===== src/rtl/jb_pa_power_seq.sv =====
// PA power sequencer: 28V brick, per-pair drain switches and per-antenna sleep lines.
// Optional macro JB_PA_SEQ_PGOOD_DEBOUNCE_EN: pa_v_pgood accept/loss needs 16 consecutive samples.
module jb_pa_power_seq #(
  parameter int N_ANTENNAS = 4,
  parameter int CNT_W      = 24
) (
  input  logic                    axi_clk,
  input  logic                    axi_resetn,
  input  logic                    seq_enable,
  input  logic [N_ANTENNAS-1:0]   ant_enable,
  input  logic [CNT_W-1:0]        t_settle,
  input  logic [CNT_W-1:0]        t_pgood_to,
  input  logic                    pa_v_pgood,
  input  logic [N_ANTENNAS-1:0]   pa_fault,
  input  logic                    fault_clr,
  output logic                    pa_v_en_n,
  output logic [N_ANTENNAS/2-1:0] pa_dc_sw,
  output logic [N_ANTENNAS-1:0]   pa_ctrl_sleep,
  output logic [2:0]              seq_state,
  output logic                    seq_busy,
  output logic [N_ANTENNAS-1:0]   fault_latched,
  output logic                    pgood_timeout,
  output logic                    irq
);
  localparam int N_PAIRS = N_ANTENNAS / 2;
  localparam int IDX_W   = $clog2(N_ANTENNAS);
  localparam logic [IDX_W-1:0] LAST_IDX = IDX_W'(N_ANTENNAS - 1);
  localparam logic [IDX_W-1:0] IDX_ONE  = IDX_W'(1);
  localparam logic [CNT_W-1:0] CNT_ONE  = CNT_W'(1);
  localparam logic [CNT_W-1:0] CNT_MAX  = {CNT_W{1'b1}};

  typedef enum logic [2:0] {
    S_OFF        = 3'd0,
    S_WAIT_PGOOD = 3'd1,
    S_DC_ON      = 3'd2,
    S_WAKE       = 3'd3,
    S_ON         = 3'd4,
    S_SLEEP_DN   = 3'd5,
    S_DC_OFF     = 3'd6,
    S_FAULT      = 3'd7
  } state_e;

  state_e                  state_q, state_d;
  logic [CNT_W-1:0]        timer_q, timer_d;
  logic [IDX_W-1:0]        idx_q, idx_d;
  logic [N_ANTENNAS-1:0]   mask_q, mask_d;
  logic [N_ANTENNAS-1:0]   flt_q, flt_d;
  logic                    pgto_q, pgto_d;
  logic                    ven_n_q, ven_n_d;
  logic [N_PAIRS-1:0]      dc_q, dc_d;
  logic [N_ANTENNAS-1:0]   sleep_q, sleep_d;
  logic                    busy_q, busy_d;
  logic                    irq_q, irq_d;

  logic [CNT_W-1:0]        timer_inc, settle_eff;
  logic                    settle_done, any_fault, pg_ok, pg_lost;
  logic [N_PAIRS-1:0]      pair_en;

`ifdef JB_PA_SEQ_PGOOD_DEBOUNCE_EN
  logic [4:0] pg_hi_q, pg_hi_d, pg_lo_q, pg_lo_d;

  // Consecutive high / low (in ON only) sample counters, saturating at 16
  always_comb begin
    pg_hi_d = 5'd0;
    pg_lo_d = 5'd0;
    if (pa_v_pgood) begin
      pg_hi_d = (pg_hi_q == 5'd16) ? pg_hi_q : pg_hi_q + 5'd1;
    end else begin
      pg_hi_d = 5'd0;
    end
    if (!pa_v_pgood && (state_q == S_ON)) begin
      pg_lo_d = (pg_lo_q == 5'd16) ? pg_lo_q : pg_lo_q + 5'd1;
    end else begin
      pg_lo_d = 5'd0;
    end
  end

  // Debounce counter registers
  always_ff @(posedge axi_clk) begin
    if (!axi_resetn) begin
      pg_hi_q <= 5'd0;
      pg_lo_q <= 5'd0;
    end else begin
      pg_hi_q <= pg_hi_d;
      pg_lo_q <= pg_lo_d;
    end
  end

  // The current sample is the 16th when 15 are already counted
  assign pg_ok   = pa_v_pgood && (pg_hi_q >= 5'd15);
  assign pg_lost = !pa_v_pgood && (pg_lo_q >= 5'd15);
`else
  assign pg_ok   = pa_v_pgood;
  assign pg_lost = !pa_v_pgood;
`endif

  // Timer, settle and pair-enable helpers
  always_comb begin
    timer_inc   = (timer_q == CNT_MAX) ? timer_q : timer_q + CNT_ONE;
    settle_eff  = (t_settle == {CNT_W{1'b0}}) ? CNT_ONE : t_settle;
    settle_done = (timer_inc >= settle_eff);
    any_fault   = |pa_fault;
    for (int p = 0; p < N_PAIRS; p++) begin
      pair_en[p] = mask_q[2*p] | mask_q[2*p+1];
    end
  end

  // Next-state, timer, scan index and sticky status logic
  always_comb begin
    state_d = state_q;
    timer_d = timer_inc;
    idx_d   = idx_q;
    mask_d  = mask_q;
    flt_d   = flt_q | pa_fault;
    pgto_d  = pgto_q;
    case (state_q)
      S_OFF: begin
        if (seq_enable && (flt_q == {N_ANTENNAS{1'b0}}) && !pgto_q) begin
          state_d = S_WAIT_PGOOD;
          mask_d  = ant_enable;
        end else begin
          state_d = S_OFF;
        end
      end
      S_WAIT_PGOOD: begin
        if (!seq_enable) begin
          state_d = S_SLEEP_DN;
        end else if (pg_ok) begin
          state_d = S_DC_ON;
        end else if (timer_inc >= t_pgood_to) begin
          state_d = S_FAULT;
          pgto_d  = 1'b1;
        end else begin
          state_d = S_WAIT_PGOOD;
        end
      end
      S_DC_ON: begin
        if (any_fault) begin
          state_d = S_FAULT;
        end else if (!seq_enable) begin
          state_d = S_SLEEP_DN;
        end else if (settle_done) begin
          state_d = S_WAKE;
        end else begin
          state_d = S_DC_ON;
        end
      end
      S_WAKE: begin
        if (any_fault) begin
          state_d = S_FAULT;
        end else if (!seq_enable) begin
          state_d = S_SLEEP_DN;
        end else if (!mask_q[idx_q] || settle_done) begin
          if (idx_q == LAST_IDX) begin
            state_d = S_ON;
          end else begin
            idx_d   = idx_q + IDX_ONE;
            timer_d = {CNT_W{1'b0}};
          end
        end else begin
          state_d = S_WAKE;
        end
      end
      S_ON: begin
        if (any_fault || pg_lost) begin
          state_d = S_FAULT;
        end else if (!seq_enable) begin
          state_d = S_SLEEP_DN;
        end else begin
          state_d = S_ON;
        end
      end
      S_SLEEP_DN: begin
        state_d = settle_done ? S_DC_OFF : S_SLEEP_DN;
      end
      S_DC_OFF: begin
        state_d = settle_done ? S_OFF : S_DC_OFF;
      end
      S_FAULT: begin
        if (fault_clr && !seq_enable) begin
          state_d = S_OFF;
          flt_d   = pa_fault;
          pgto_d  = 1'b0;
        end else begin
          state_d = S_FAULT;
        end
      end
      default: state_d = S_OFF;
    endcase
    if (state_d != state_q) begin
      timer_d = {CNT_W{1'b0}};
      idx_d   = {IDX_W{1'b0}};
    end else begin
      idx_d = idx_d;
    end
  end

  // Output values for the state being entered; registered so they track state_q
  always_comb begin
    ven_n_d = 1'b1;
    dc_d    = {N_PAIRS{1'b0}};
    sleep_d = {N_ANTENNAS{1'b1}};
    busy_d  = 1'b0;
    case (state_d)
      S_WAIT_PGOOD: begin
        ven_n_d = 1'b0;
        busy_d  = 1'b1;
      end
      S_DC_ON: begin
        ven_n_d = 1'b0;
        dc_d    = pair_en;
        busy_d  = 1'b1;
      end
      S_WAKE: begin
        ven_n_d = 1'b0;
        dc_d    = pair_en;
        busy_d  = 1'b1;
        for (int j = 0; j < N_ANTENNAS; j++) begin
          if (mask_q[j] && (IDX_W'(j) <= idx_d)) begin
            sleep_d[j] = 1'b0;
          end else begin
            sleep_d[j] = 1'b1;
          end
        end
      end
      S_ON: begin
        ven_n_d = 1'b0;
        dc_d    = pair_en;
        sleep_d = ~mask_q;
      end
      S_SLEEP_DN: begin
        // Hold drains as they were: an early abort must not switch them on
        ven_n_d = 1'b0;
        dc_d    = dc_q;
        busy_d  = 1'b1;
      end
      S_DC_OFF: begin
        ven_n_d = 1'b0;
        busy_d  = 1'b1;
      end
      default: begin
        ven_n_d = 1'b1;
      end
    endcase
    irq_d = ((state_d == S_ON) && (state_q != S_ON)) ||
            ((state_d == S_FAULT) && (state_q != S_FAULT)) ||
            ((state_q == S_DC_OFF) && (state_d == S_OFF));
  end

  // State and output registers
  always_ff @(posedge axi_clk) begin
    if (!axi_resetn) begin
      state_q <= S_OFF;
      timer_q <= {CNT_W{1'b0}};
      idx_q   <= {IDX_W{1'b0}};
      mask_q  <= {N_ANTENNAS{1'b0}};
      flt_q   <= {N_ANTENNAS{1'b0}};
      pgto_q  <= 1'b0;
      ven_n_q <= 1'b1;
      dc_q    <= {N_PAIRS{1'b0}};
      sleep_q <= {N_ANTENNAS{1'b1}};
      busy_q  <= 1'b0;
      irq_q   <= 1'b0;
    end else begin
      state_q <= state_d;
      timer_q <= timer_d;
      idx_q   <= idx_d;
      mask_q  <= mask_d;
      flt_q   <= flt_d;
      pgto_q  <= pgto_d;
      ven_n_q <= ven_n_d;
      dc_q    <= dc_d;
      sleep_q <= sleep_d;
      busy_q  <= busy_d;
      irq_q   <= irq_d;
    end
  end

  assign pa_v_en_n     = ven_n_q;
  assign pa_dc_sw      = dc_q;
  assign pa_ctrl_sleep = sleep_q;
  assign seq_state     = state_q;
  assign seq_busy      = busy_q;
  assign fault_latched = flt_q;
  assign pgood_timeout = pgto_q;
  assign irq           = irq_q;
endmodule


===== config.mk =====
export PLATFORM = sky130hd
export DESIGN_NAME = jb_pa_power_seq
export DESIGN_NICKNAME = d
export VERILOG_FILES = /design/src/rtl/jb_pa_power_seq.sv
export SDC_FILE = /design/constraint.sdc
export NUM_CORES = 1
export LEC_CHECK = 0
export ABC_CLOCK_PERIOD_IN_PS = 4700
export CAP_MARGIN = 20
export CORE_MARGIN = 4
export CORE_UTILIZATION = 35
export CTS_CLUSTER_SIZE = 20
export DETAILED_ROUTE_END_ITERATION = 16
export SLEW_MARGIN = 10
export SYNTH_ARGS = -nofsm -noshare
export SYNTH_HDL_FRONTEND = slang
export SYNTH_SLANG_ARGS = --single-unit

===== constraint.sdc =====
create_clock -name axi_clk -period 4.7 [get_ports axi_clk]
set_input_delay 0.47 -clock axi_clk [delete_from_list [all_inputs] [get_ports axi_clk]]
set_output_delay 0.47 -clock axi_clk [all_outputs]
set_load 0.02 [all_outputs]

==> metrics.md, run 1 <==
| Metric | Value |
|---|---|
| Failing checks | negative setup slack |
| Worst-path clk slew | approximately 90 ps |
| First-pass GRT wire length | roughly 17 mm |
| R2r endpoint | timer_q[17] |
| WP data arrival | between 5000 and 6000 ps |
| Global Route Usage Sum | roughly 16% |
| Die Height | between 100 and 150 um |
| Total die area | ~12000 um^2 |
| TritonCTS clock tree | built |
| Number of flops mapped to enable cells by yosys | 0 |
| Worst endpoint required time | roughly 4900 ps |
| Vias per inst | approximately 5.3 |
| CP Capture Type | flip-flop |
| Worst Hold Path EP | pa_dc_sw[1] |
| CP Max Fanout | 6 |
| Vias | between 3000 and 4000 |
| Main combinational cell family by area after synthesis | simple AND/OR/NAND/NOR gates |
| Cell Rows | 37 |
| Post-Synth XOR/XNOR Area | 6.003% |
| H-tree levels | 2 |
| Setup WS post-layout | -165.3 ps |
| DP Area | 4785 um^2 |
| Min-Delay Path Class | flip-flop to flip-flop |
| Cell total after placement | a little under 700 |
| Hold Violations, Final | 0 |
| Post-route cell area | approximately 5300 um^2 |
| Prevailing post-synth register cell | dfxtp_1 |
| Tcrit/Tclk final | 103.5% |
| Time the worst path needs with I/O delays and setup | ~4900 ps |
| Initial antenna violation count | 0 |
| Slew @ Worst Pin | between 700 and 800 ps |
| Worst vdd ir | approximately 0.26 mV |
| Initial DRC count | 160 |
| Status | finished with violations |
| DP Worst Slack | -235.9 ps |
| Num CTS Buffers | 5 |
| Dpl hpwl | just over 8 mm |
| #FFs+latches synth | 47 |
| Drt drc | 0 |
| Syn Nets | 568 |
| RePlAce Congestion | between 0.9 and 1 |
| Fin. max-slew vios | 0 |
| Layout cells sized above 1 | roughly 18% |
| Area Overhead vs Synth | 41.78% |
| HP Start | pa_dc_sw[1] |
| Reg2Reg Setup Slack | -170 ps |
| Initial cell density of the core | between 30% and 40% |
| Unrepaired setup endpoints after global routing | true |
| Vias in the first global route | approximately 3600 |
| Max Clock Skew | ~15 ps |
| Post-Syn Area | about 3700 um^2 |
| Lkg Pwr | 2.335 nW |
| Yosys warnings | 0 |
| Yosys cell types | 58 |
| Max_cap viols | 0 |
| Reg2Reg Launch Point | timer_q[1] |
| Min-Delay Path Depth | 2 |
| Core area | 10370 um^2 |
| Crit Path Class | flip-flop to flip-flop |
| Clk buf depth | 2 |
| Post-synthesis compound-gate area fraction | between 15 and 20% |
| PortBufs | 77 |
| Peak Freq | between 200 and 250 MHz |
| Critical path launch point type | flip-flop |
| Worst relative slew slack | 50.04% |
| # clock sinks | 47 |
| Pre-antenna DRT Iters | 5 |
| Largest net degree at the start of global routing | 25 |
| Root Driver | clkbuf_8 |
| Ys async rst share | 0% |
| Non-Filler Instances | roughly 700 |
| Sequential share of the synthesized area | 25.22% |
| Hold-fix buffers, CTS | 0 |
| Adder-Cell Fraction of Synth Area | between 10% and 20% |
| WL final | around 11 mm |
| Average size of a mapped cell | 8.076 um^2 |
| Final nets | 675 |
| Pwr dens | ~320 nW/um^2 |
| DRT antenna net count | 0 |
| FF-to-FF path depth | 21 |
| Cell count after synthesis | around 460 |
| WL per Instance | between 15 and 20 um |
| Hold slack final | ~470 ps |
| Mux share of post-synthesis cell area | ~2.3% |
| Num ports | 78 |
| Total gr overflow | 0 |
| Skew-Pair Late Insertion Delay | roughly 300 ps |
| ANT cells | 0 |
| Post-Synth Simple-Gate Area | 24.82% |
| Setup-failing EPs final | 24 |
| Chip width | 111.3 um |
power breakdown:
group / total (mW) / leakage (nW) / switching (mW) / internal, mW
Sequential: 0.497 / 0.386 / 0.0611 / 0.436
Combinational: 0.937 / 1.91 / 0.502 / 0.434
Clock: 0.237 / 0.0361 / 0.138 / 0.0991
through the flow:
stage               TNS [ps]  power, mW  utilization, %
floorplan                  0     0.9474               -
global placement           0      1.223           46.14
detailed placement     -5513      1.226           46.14
CTS                        0      1.465           47.48
global route           -8111      1.772           51.01
finish                 -2981      1.670           51.01
logic make-up (layout without fill, tap and decap cells):
logic type	count (synthesis)	count (layout)
xor gates and xnor gates	24	24
buffers and inverters	67	173
AOI/OAI and AO/OA	103	103
DFF	47	47
and+or+nand+nor	169	169
adders and majority gates	45	45
muxes	7	7
worst max-delay path by stage:
stage | start | end | slack [ps] | cells past startpoint
floorplan | timer_q[0] | timer_q[13] | 10 | 21
CTS | timer_q[0] | timer_q[17] | 10 | 21
global route | timer_q[1] | timer_q[17] | -350 | 21
finish | timer_q[1] | timer_q[17] | -170 | 21
global placement | timer_q[0] | pa_ctrl_sleep[3] | 5 | 22
detailed placement | timer_q[1] | timer_q[17] | -240 | 21
metal layers:
metal  GRT usage [%]  wire [um]
met3           2.566        459
met2           27.34       5185
met5               0          0
met4           3.325        186
met1           22.73       5177
final cells by class:
class                   count  area (um^2)
fillers                  1004         5080
inverters                  54        202.7
clock inverters             1        7.507
multi-input cells         348         2796
clock buffers               5        68.82
repair buffers            113         1092
well taps                 136        170.2
flip-flops and latches     47        952.2
layout by cell type (no fill, tap or decap), types with 4 or more instances in the layout:
cell,n
o21ai_1,4
nand3_1,12
a32oi_1,4
ha_1,43
nor2b_1,15
nor2b_4,9
xor2_1,7
and3_1,6
nand4_1,17
nand2_1,21
nor3_1,9
dfxtp_2,6
a211oi_1,5
mux2i_1,4
nor2_1,29
a21o_1,6
inv_1,53
and2_1,7
a21oi_1,17
o21a_1,7
clkbuf_8,5
o211ai_1,10
nand2b_1,4
xnor2_1,13
o21ai_0,11
nor4_1,10
buf_4,32
dfxtp_1,40
clkdlybuf4s50_1,77
Yosys cell counts, types with 8 or more instances:
library cell   n  share of area (%)
ha_1          45                 15
o21ai_0       14                1.9
nand3_1       14                1.9
and2_1         8                1.3
dfxtp_1       47                 25
o211ai_1      10                2.0
nor4_1        10                1.7
nor2_1        31                3.1
nor2b_1       25                4.2
inv_1         53                5.3
a21oi_1       19                2.5
nand2_1       24                2.4
nand4_1       17                2.9
clkbuf_1       9               0.91
nor3_1        11                1.5
xnor2_1       16                3.8
and3_1         8                1.3
a211oi_1       8                1.6
registers in the layout (all words and copies together) (netlist names):
| register | count |
|---|---|
| fault_latched | 4 |
| idx_q | 2 |
| irq | 1 |
| mask_q | 4 |
| pa_ctrl_sleep | 4 |
| pa_dc_sw | 2 |
| pa_v_en_n | 1 |
| pgood_timeout | 1 |
| seq_busy | 1 |
| seq_state | 3 |
| timer_q | 24 |
worst max-delay path, cell delays in order (launching register included):
cell and delay, ps:
dfxtp_2 350, ha_4 160, nand4_1 150, nor4_4 80, nand4_1 120, nand3_2 120
nor3_4 220, and2_4 230, nand2_4 60, or3_4 340, xnor2_2 160, ha_1 300
nand4_1 200, or2_4 300, a221o_1 290, nand2_2 100, a21o_1 230, o21ai_1 100
a311o_1 360, a2111o_1 580, clkbuf_16 230, nor2b_2 120
repair_timing:
action / CTS / global route
pin swaps: 8 / 21
buffers inserted: 5 / 6
setup endpoints to repair: 34 / 35
cloned: 0 / 3
resized for setup: 9 / 58
(Power assumes the default switching activity.)
==> run 2, diff against run 1 <==
--- a/config.mk
+++ b/config.mk
@@ -5,13 +5,11 @@
 export SDC_FILE = /design/constraint.sdc
 export NUM_CORES = 1
 export LEC_CHECK = 0
-export ABC_CLOCK_PERIOD_IN_PS = 4700
 export CAP_MARGIN = 20
 export CORE_MARGIN = 4
 export CORE_UTILIZATION = 35
 export CTS_CLUSTER_SIZE = 20
 export DETAILED_ROUTE_END_ITERATION = 16
-export SLEW_MARGIN = 10
 export SYNTH_ARGS = -nofsm -noshare
 export SYNTH_HDL_FRONTEND = slang
 export SYNTH_SLANG_ARGS = --single-unit
==> results of run 2 <==
Final layout, timing and power as in run 1 (identical DEF).
